==> src/rtl/sysram_portb_arbiter.sv <==
// Port B arbiter for the CPU system data RAM: PXIe write, UART write and C2H read.
// Priority build option: define SYSRAM_ARB_RR_EN for round-robin, otherwise fixed C2H > PXIE > UART.
module sysram_portb_arbiter #(
    parameter int ADDR_W = 16,
    parameter int DATA_W = 32,
    parameter int RD_LAT = 2
) (
    input  logic              I_clk,
    input  logic              I_rst,
    input  logic              I_pxie_wr_req,
    input  logic [ADDR_W-1:0] I_pxie_wr_addr,
    input  logic [DATA_W-1:0] I_pxie_wr_data,
    output logic              O_pxie_wr_ack,
    input  logic              I_uart_wr_req,
    input  logic [ADDR_W-1:0] I_uart_wr_addr,
    input  logic [DATA_W-1:0] I_uart_wr_data,
    output logic              O_uart_wr_ack,
    input  logic              I_c2h_rd_req,
    input  logic [ADDR_W-1:0] I_c2h_rd_addr,
    output logic              O_c2h_rd_ack,
    output logic [DATA_W-1:0] O_c2h_rd_data,
    output logic              O_c2h_rd_vld,
    output logic [ADDR_W-1:0] O_ram_addr,
    output logic [DATA_W-1:0] O_ram_din,
    output logic [3:0]        O_ram_wen,
    input  logic [DATA_W-1:0] I_ram_dout,
    output logic [2:0]        O_grant,
    output logic [15:0]       O_conflict_cnt
);
    // Requester vectors are ordered {UART, PXIE, C2H}.
    logic [2:0]        req;
    logic [2:0]        elig;
    logic [2:0]        gnt;
    logic [2:0]        ack_q, ack_d;
    logic [ADDR_W-1:0] addr_q, addr_d;
    logic [DATA_W-1:0] din_q, din_d;
    logic [3:0]        wen_q, wen_d;
    logic [2:0]        grant_q, grant_d;
    logic [RD_LAT:0]   rd_pipe_q, rd_pipe_d;
    logic              rd_vld_q, rd_vld_d;
    logic [DATA_W-1:0] rd_data_q, rd_data_d;
    logic [15:0]       cnt_q, cnt_d;
    logic              contended;

    assign req  = {I_uart_wr_req, I_pxie_wr_req, I_c2h_rd_req};
    // A requester whose ack is high is still holding the req it was just served for.
    assign elig = req & ~ack_q;
    assign contended = (elig[0] & elig[1]) | (elig[0] & elig[2]) | (elig[1] & elig[2]);

`ifdef SYSRAM_ARB_RR_EN
    // ptr_q is the index searched first; it moves to the one after the last grant.
    logic [1:0] ptr_q, ptr_d;

    always_comb begin
        int idx;
        gnt   = 3'b000;
        ptr_d = ptr_q;
        for (int i = 0; i < 3; i++) begin
            idx = int'(ptr_q) + i;
            if (idx >= 3) idx = idx - 3;
            if (gnt == 3'b000 && elig[idx]) begin
                gnt[idx] = 1'b1;
                ptr_d    = (idx == 2) ? 2'd0 : 2'(idx + 1);
            end
        end
    end

    always_ff @(posedge I_clk or posedge I_rst) begin
        if (I_rst) ptr_q <= 2'd0;
        else       ptr_q <= ptr_d;
    end
`else
    always_comb begin
        gnt = 3'b000;
        if (elig[0])      gnt = 3'b001;
        else if (elig[1]) gnt = 3'b010;
        else if (elig[2]) gnt = 3'b100;
    end
`endif

    always_comb begin
        ack_d   = gnt;
        addr_d  = addr_q;
        din_d   = din_q;
        wen_d   = 4'h0;
        grant_d = grant_q;
        if (gnt[0]) begin
            addr_d = I_c2h_rd_addr;
        end else if (gnt[1]) begin
            addr_d = I_pxie_wr_addr;
            din_d  = I_pxie_wr_data;
            wen_d  = 4'hF;
        end else if (gnt[2]) begin
            addr_d = I_uart_wr_addr;
            din_d  = I_uart_wr_data;
            wen_d  = 4'hF;
        end
        if (gnt != 3'b000) grant_d = gnt;
    end

    // Read tag travels RD_LAT+1 stages so the capture lines up with RAM data valid.
    always_comb begin
        rd_pipe_d = {rd_pipe_q[RD_LAT-1:0], gnt[0]};
        rd_vld_d  = rd_pipe_q[RD_LAT];
        rd_data_d = rd_pipe_q[RD_LAT] ? I_ram_dout : rd_data_q;
        cnt_d     = cnt_q;
        if (contended && cnt_q != 16'hFFFF) cnt_d = cnt_q + 16'd1;
    end

    always_ff @(posedge I_clk or posedge I_rst) begin
        if (I_rst) begin
            ack_q     <= '0;
            addr_q    <= '0;
            din_q     <= '0;
            wen_q     <= '0;
            grant_q   <= '0;
            rd_pipe_q <= '0;
            rd_vld_q  <= 1'b0;
            rd_data_q <= '0;
            cnt_q     <= '0;
        end else begin
            ack_q     <= ack_d;
            addr_q    <= addr_d;
            din_q     <= din_d;
            wen_q     <= wen_d;
            grant_q   <= grant_d;
            rd_pipe_q <= rd_pipe_d;
            rd_vld_q  <= rd_vld_d;
            rd_data_q <= rd_data_d;
            cnt_q     <= cnt_d;
        end
    end

    assign O_c2h_rd_ack   = ack_q[0];
    assign O_pxie_wr_ack  = ack_q[1];
    assign O_uart_wr_ack  = ack_q[2];
    assign O_ram_addr     = addr_q;
    assign O_ram_din      = din_q;
    assign O_ram_wen      = wen_q;
    assign O_grant        = grant_q;
    assign O_c2h_rd_vld   = rd_vld_q;
    assign O_c2h_rd_data  = rd_data_q;
    assign O_conflict_cnt = cnt_q;
endmodule

==> config.mk <==
export PLATFORM = sky130hd
export DESIGN_NAME = sysram_portb_arbiter
export DESIGN_NICKNAME = d
export VERILOG_FILES = /design/src/rtl/sysram_portb_arbiter.sv
export SDC_FILE = /design/constraint.sdc
export NUM_CORES = 1
export LEC_CHECK = 0
export CAP_MARGIN = 10
export CORE_MARGIN = 2
export CORE_UTILIZATION = 42
export DETAILED_ROUTE_END_ITERATION = 12
export GPL_TIMING_DRIVEN = 0
export PLACE_DENSITY = 0.89
export SKIP_LAST_GASP = 1
export SLEW_MARGIN = 30
export SYNTH_ARGS = -nofsm -noshare
export SYNTH_HDL_FRONTEND = slang
export SYNTH_SLANG_ARGS = --single-unit
==> constraint.sdc <==
create_clock -name I_clk -period 9.56 [get_ports I_clk]
set_clock_uncertainty 0.2 [all_clocks]
set_input_delay 0.956 -clock I_clk [delete_from_list [all_inputs] [get_ports I_clk]]
set_output_delay 0.956 -clock I_clk [all_outputs]
set_load 0.1 [all_outputs]
Word level (Yosys, flattened, before mapping)
Index checks and enable logic that the tools add are counted.
- add/subtract/negate cells: 1
- multiply operators: 0
- divide/modulo/power cells: 0
- $lt $le $gt $ge: 0
- equality and inequality tests: 1
- shift operators: 0
- mux-type cells: 11
- bitwise logic cells: 8
- reduce and logical (&&, ||, !) cells: 4
- operators with widths (kind ; count):
    $mux W32 ; 2
    $mux W16 ; 3
    $add A16 B1 Y16 const B ; 1
    $ne A16 B16 Y1 const B ; 1
    $mux W4 ; 3
    $mux W3 ; 3
    $and A1 B1 Y1 ; 3
    $and A3 B3 Y3 ; 1
    $not A3 Y3 ; 1
    $reduce_bool A3 Y1 ; 1
    $or A1 B1 Y1 ; 2
    $reduce_and A2 Y1 ; 1
    $reduce_bool A2 Y1 ; 1
    $logic_and A1 B1 Y1 ; 1
    $not A1 Y1 ; 1
- register bits after elaboration: 110
- latch bits: 0
- memory bits (writable): 0
- ROM bits: 0
- bits of input ports: 149
- output and inout port bits: 107
- word-level logic and storage cells: 34
- memories: 0

Logic depth before layout (Yosys ltp)
- word-level depth: 8
- depth in mapped cells: 7

Least setup slack after synthesis
Ideal clock, no wire load.
- path kind: register to register
- start point: reg cnt_q[0], in the netlist O_conflict_cnt[0]
- end point: reg cnt_q[9], in the netlist O_conflict_cnt[9]
- library setup time: 164 ps
- data arrival time: 2162 ps
- data required time: 9196 ps
- path slack: 7034 ps
- stages on the path, launching flop included: 7
- path buffers: 0
- period minus slack after synthesis: 2526 ps
- path through: dfrtp_1 > ha_1 > and3_1 > nand4_1 > o21bai_4 > nor3_1 > xor2_1
- cells in the longest elaborated chain, start to end: 2
- elaborated cells between the ends (all ways): 3
- those cells by class: add/sub: 1; eq/ne: 1; reduce/logical: 1
- ends and longest elaborated chain (what ; RTL line ; RTL):
    start, declared ; 42 ; logic [15:0] cnt_q, cnt_d;
    start signal, assigned ; 130 ; cnt_q <= cnt_d;
    branches (longest 2 deep; another with $add A16 B1 Y16) ; -- ;
Several ways; the timed one is not identified.
A chain may end at the register's enable or synchronous reset.

Worst setup path after layout
- start point: reg wen_q[2], in the netlist O_ram_wen[2]
- end point: out O_ram_wen[2]
- RTL lines (what ; RTL line ; RTL):
    start, declared ; 37 ; logic [3:0] wen_q, wen_d;
    start signal, assigned ; 125 ; wen_q <= wen_d;
    end, declared ; 25 ; output logic [3:0] O_ram_wen,
No word-level cell between the ends.

==> results.txt <==
The flow ran to the end, and the final reports show no timing, DRC or antenna violations. The mux contribution to synthesized area was 7.96%. For this configuration, the core starts out at a cell density of 43.5%. For hold timing, the worst endpoint is rd_pipe_q[2]$_DFF_PP0_. Detailed placement finished with a half-perimeter wire length of 11.3 mm.

Unique cell type count in the Yosys netlist: 33. Leaving out fill and tap cells, the most frequent cell in the layout is clkdlybuf4s50_1. The worst hold slack came out at 164 ps. Setup repair after global routing left no endpoint under its margin. The detailed router finished its first iteration with 133 violations. Data on the critical path arrives at its endpoint at 2040 ps.

TritonCTS built the clock tree. In this run the worst hold path is classified as register to register. In this run the register-to-register setup slack is 7200 ps. In this run the tool buffered the top-level ports with 255 buffer cells.

Of the total power, the clock network draws 15.5%. For the largest voltage drop on the vdd net, the log shows 0.125 mV. Clock-pin slew was measured on the worst setup and hold paths at 90 ps.

The total clock sinks is 106. After layout, the worst path uses 33.5% of the clock period. In the layout the commonest cells are 255 x clkdlybuf4s50_1, 106 x dfrtp_1, 65 x a21oi_1. Of the total power, the share spent switching nets is 49.7%.

For the via count of the first global-routing pass, the log shows 4523. Worst stage delay on the critical path: 1120 ps. The worst hold path passes through 0 cells. Internal power comes to 0.000874 W. The die extent in y was 108 um; the total standard cell area after synthesis was 4530 um2. Summing over every cut layer, the via total after detailed routing is 4352.

Along the worst path, the maximum fanout reaches 4. The repair_antennas step left the layout with diodes totalling 0. In this run, flip-flops and latches consume 32.7% of the power.

The number of violations of the max-capacitance limit was 0. The tree is rooted in a clkbuf_8. Buffers inserted to repair hold after CTS numbered 0. The number of nets in the synthesized netlist is 582. The congestion estimate from routability-driven global placement came to 0.890. In the routed layout, each cell is associated on average with a via count of 5.18. The worst setup path is launched from a register. In the routed design, unresolved DRC markers number 0.

TritonCTS created 9 clock buffers. The buffer depth of the longest clock path is 2, and the total number of cells along the worst setup path is 2. In this run, synthesis produced a sequential element count of 106. The transition time at the pin with the least slew margin was 1010 ps; the final-layout fill cell count was 765. Global routing used 24.9% of the available tracks. In the final timing run, aggregate negative setup slack is 0 ps. Summing the areas of all xor and xnor instances in the mapped netlist gives 2.71% of the synthesized area. For the number of primary I/O pins, the log shows 256.

Summing the areas of all compound-gate instances in the mapped netlist gives 14.5% of the synthesized area. The startpoint identified for the worst hold timing path is rd_pipe_q[1]$_DFF_PP0_. The number of placement rows was 37.

The area growth from synthesis to layout works out to 64.9%. The total overflow left after global routing is 0. The largest net degree at the start of global routing is 59. The worst register-to-register path ends at O_ram_din[3]$_DFFE_PP0P_. For this run, the number of Yosys warnings is 0. Final max-slew violation count: 0. The worst path needs 3200 ps of the cycle, external delays included. The H-tree level count was 3; the tightest slew margin relative to the limit was 32.5%. The sequential cell area fraction in the yosys report is 58.6%, and the count of buffers added by post-CTS timing repair for setup is 0. The area share of fa/ha/maj cells after synthesis is 0.525%, and the total detailed-routing wirelength is 14.5 mm. The count of nets after finishing was 849. The kind of critical path is register to primary output. The worst setup path is captured at a primary output. The number of standard cells after synthesis was 432; the total area of sequential cells was 2650 um2. For this design the total switching power over the nets is 0.000864 W. Power spread over the standard cell area amounts to 233 nW/um2. The final routed wire length divided by cell count works out to 17.3 um. For the overall die area, the log shows 11600 um2. For the core footprint, the log shows 10400 um2. Setup violations remaining at the end of the flow were counted as 0. In the final layout, the share of cells above drive strength 1 is 8.52%. The horizontal die dimension works out to 108 um.

For the worst setup path, the data required time is 8400 ps. The run gives 0 as the number of antenna violations at the first check in global routing. Once detail routing completed, the nets flagged for antenna violations numbered 0. The number of failing hold endpoints at the final stage was 0.

Summing all multi-input logic gate instances after layout gives 1720 um2. The simple-gate share of the synthesized area was 12.3%. Once the clock tree was built, the resizer swapped 0 gates to a different size. The largest family of logic cells by synthesized area was compound AO/OA/AOI/OAI gates. The first detailed-routing pass took 4 iterations. The standard cell with the maximum stage delay on the critical path was clkdlybuf4s50_1. Counting both buffers and inverters, the worst setup path holds a total of 2. The mean instance size in the synthesized netlist came out at 10.5 um2. Latest clock arrival within the worst-skew pair: 360 ps. The startpoint identified for the worst register-to-register timing path is rd_pipe_q[0]$_DFF_PP0_. Kind of cell adding the most delay to the critical path: buffers and inverters. Walking the worst path, the cells encountered are buf_4, clkdlybuf4s50_1. The combinational power share was 51.8%. The tools report the leakage component of the power as 3.05 nW. Static timing analysis puts the maximum clock frequency at 312 MHz. The worst reg2reg path depth works out to 7. The first global-routing pass estimated 22.3 mm of wire.
-- metal layers --
metal,wire [um],global-route usage [%]
met5,0,0
met4,410,11.3
met3,1170,6.48
met1,5550,28.4
met2,7370,43.5
-- power by group through the flow --
stage	clock [W]	combinational, W	sequential, W
after CTS	0.000277	0.000904	0.000568
after floorplan	0	0.000130	0.00108
after detailed placement	0	0.000902	0.000576
after global placement	0	0.000891	0.000569
final	0.000270	0.000901	0.000568
after global routing	0.000293	0.000929	0.000577
-- metrics by stage --
step | total power (W) | worst slack [ps] | cells | utilization (%) | instance area, um2
global route | 0.00180 | 6290 | 840 | 71.7 | 7470
CTS | 0.00175 | 6330 | 840 | 71.7 | 7470
global placement | 0.00146 | 4220 | 823 | 69.6 | 7250
floorplan | 0.00121 | 5620 | 432 | - | 4530
finish | 0.00174 | 6360 | 840 | 71.7 | 7470
detailed placement | 0.00148 | 6270 | 824 | 69.9 | 7280
-- how the worst max path moves through the flow --
stage,end,startpoint
floorplan,O_c2h_rd_data[0]$_DFFE_PP0P_,I_rst
finish,O_ram_wen[2],O_ram_wen[2]$_DFF_PP0_
global placement,O_ram_din[24]$_DFFE_PP0P_,I_rst
detailed placement,O_ram_din[3]$_DFFE_PP0P_,I_c2h_rd_req
global route,O_ram_wen[2],O_ram_wen[2]$_DFF_PP0_
CTS,O_ram_wen[2],O_ram_wen[2]$_DFF_PP0_
-- synth_stat cells --
master     instances  area (um2)
nor2b_1            2        12.5
buf_2              1        5.00
o2111ai_1          1        8.76
a31oi_1            1        6.26
o22ai_1           32         200
and3_1             2        12.5
maj3_2             1        11.3
buf_4              3        22.5
a21o_1             1        7.51
clkbuf_1          23        86.3
nor4_4             1        21.3
xnor2_1            7        61.3
o21ai_1            4        20.0
mux2_2            32         360
nor3_1             4        20.0
nor2_1            43         161
dfrtp_1          106        2650
o21ba_2            1        10.0
and4_1             2        17.5
ha_1               1        12.5
o21bai_4           1        18.8
a21oi_1           65         325
nand4_1            6        37.5
inv_2              1        3.75
inv_1              1        3.75
nand3_1            4        20.0
o21ai_0           12        60.1
xor2_1             7        61.3
nand2b_1           1        6.26
buf_1              3        11.3
nand2_1           59         221
buf_6              2        22.5
nand2b_4           2        27.5
-- final cells by class --
class	instances	area share [%]
Buffer	32	1.98
Clock buffer	12	1.81
Clock inverter	4	0.687
Inverter	2	0.167
Multi-Input combinational cell	292	23.0
Sequential cell	106	35.5
Tap cell	136	2.28
Timing Repair Buffer	256	34.5
-- flip-flops by register name (all words and copies together) (netlist names) --
signal and count:
ack_q 2, rd_pipe_q 3, O_conflict_cnt 16, O_grant 3
O_ram_addr 16, O_c2h_rd_vld 1, O_ram_wen 1, O_c2h_rd_data 32
O_ram_din 32
-- logic make-up after synthesis --
logic type,after synthesis
flops,106
fa+ha+maj,2
simple gates,126
compound gates,118
mux,32
buf+inv,34
xor+xnor,14
(Power assumes the default switching activity.)
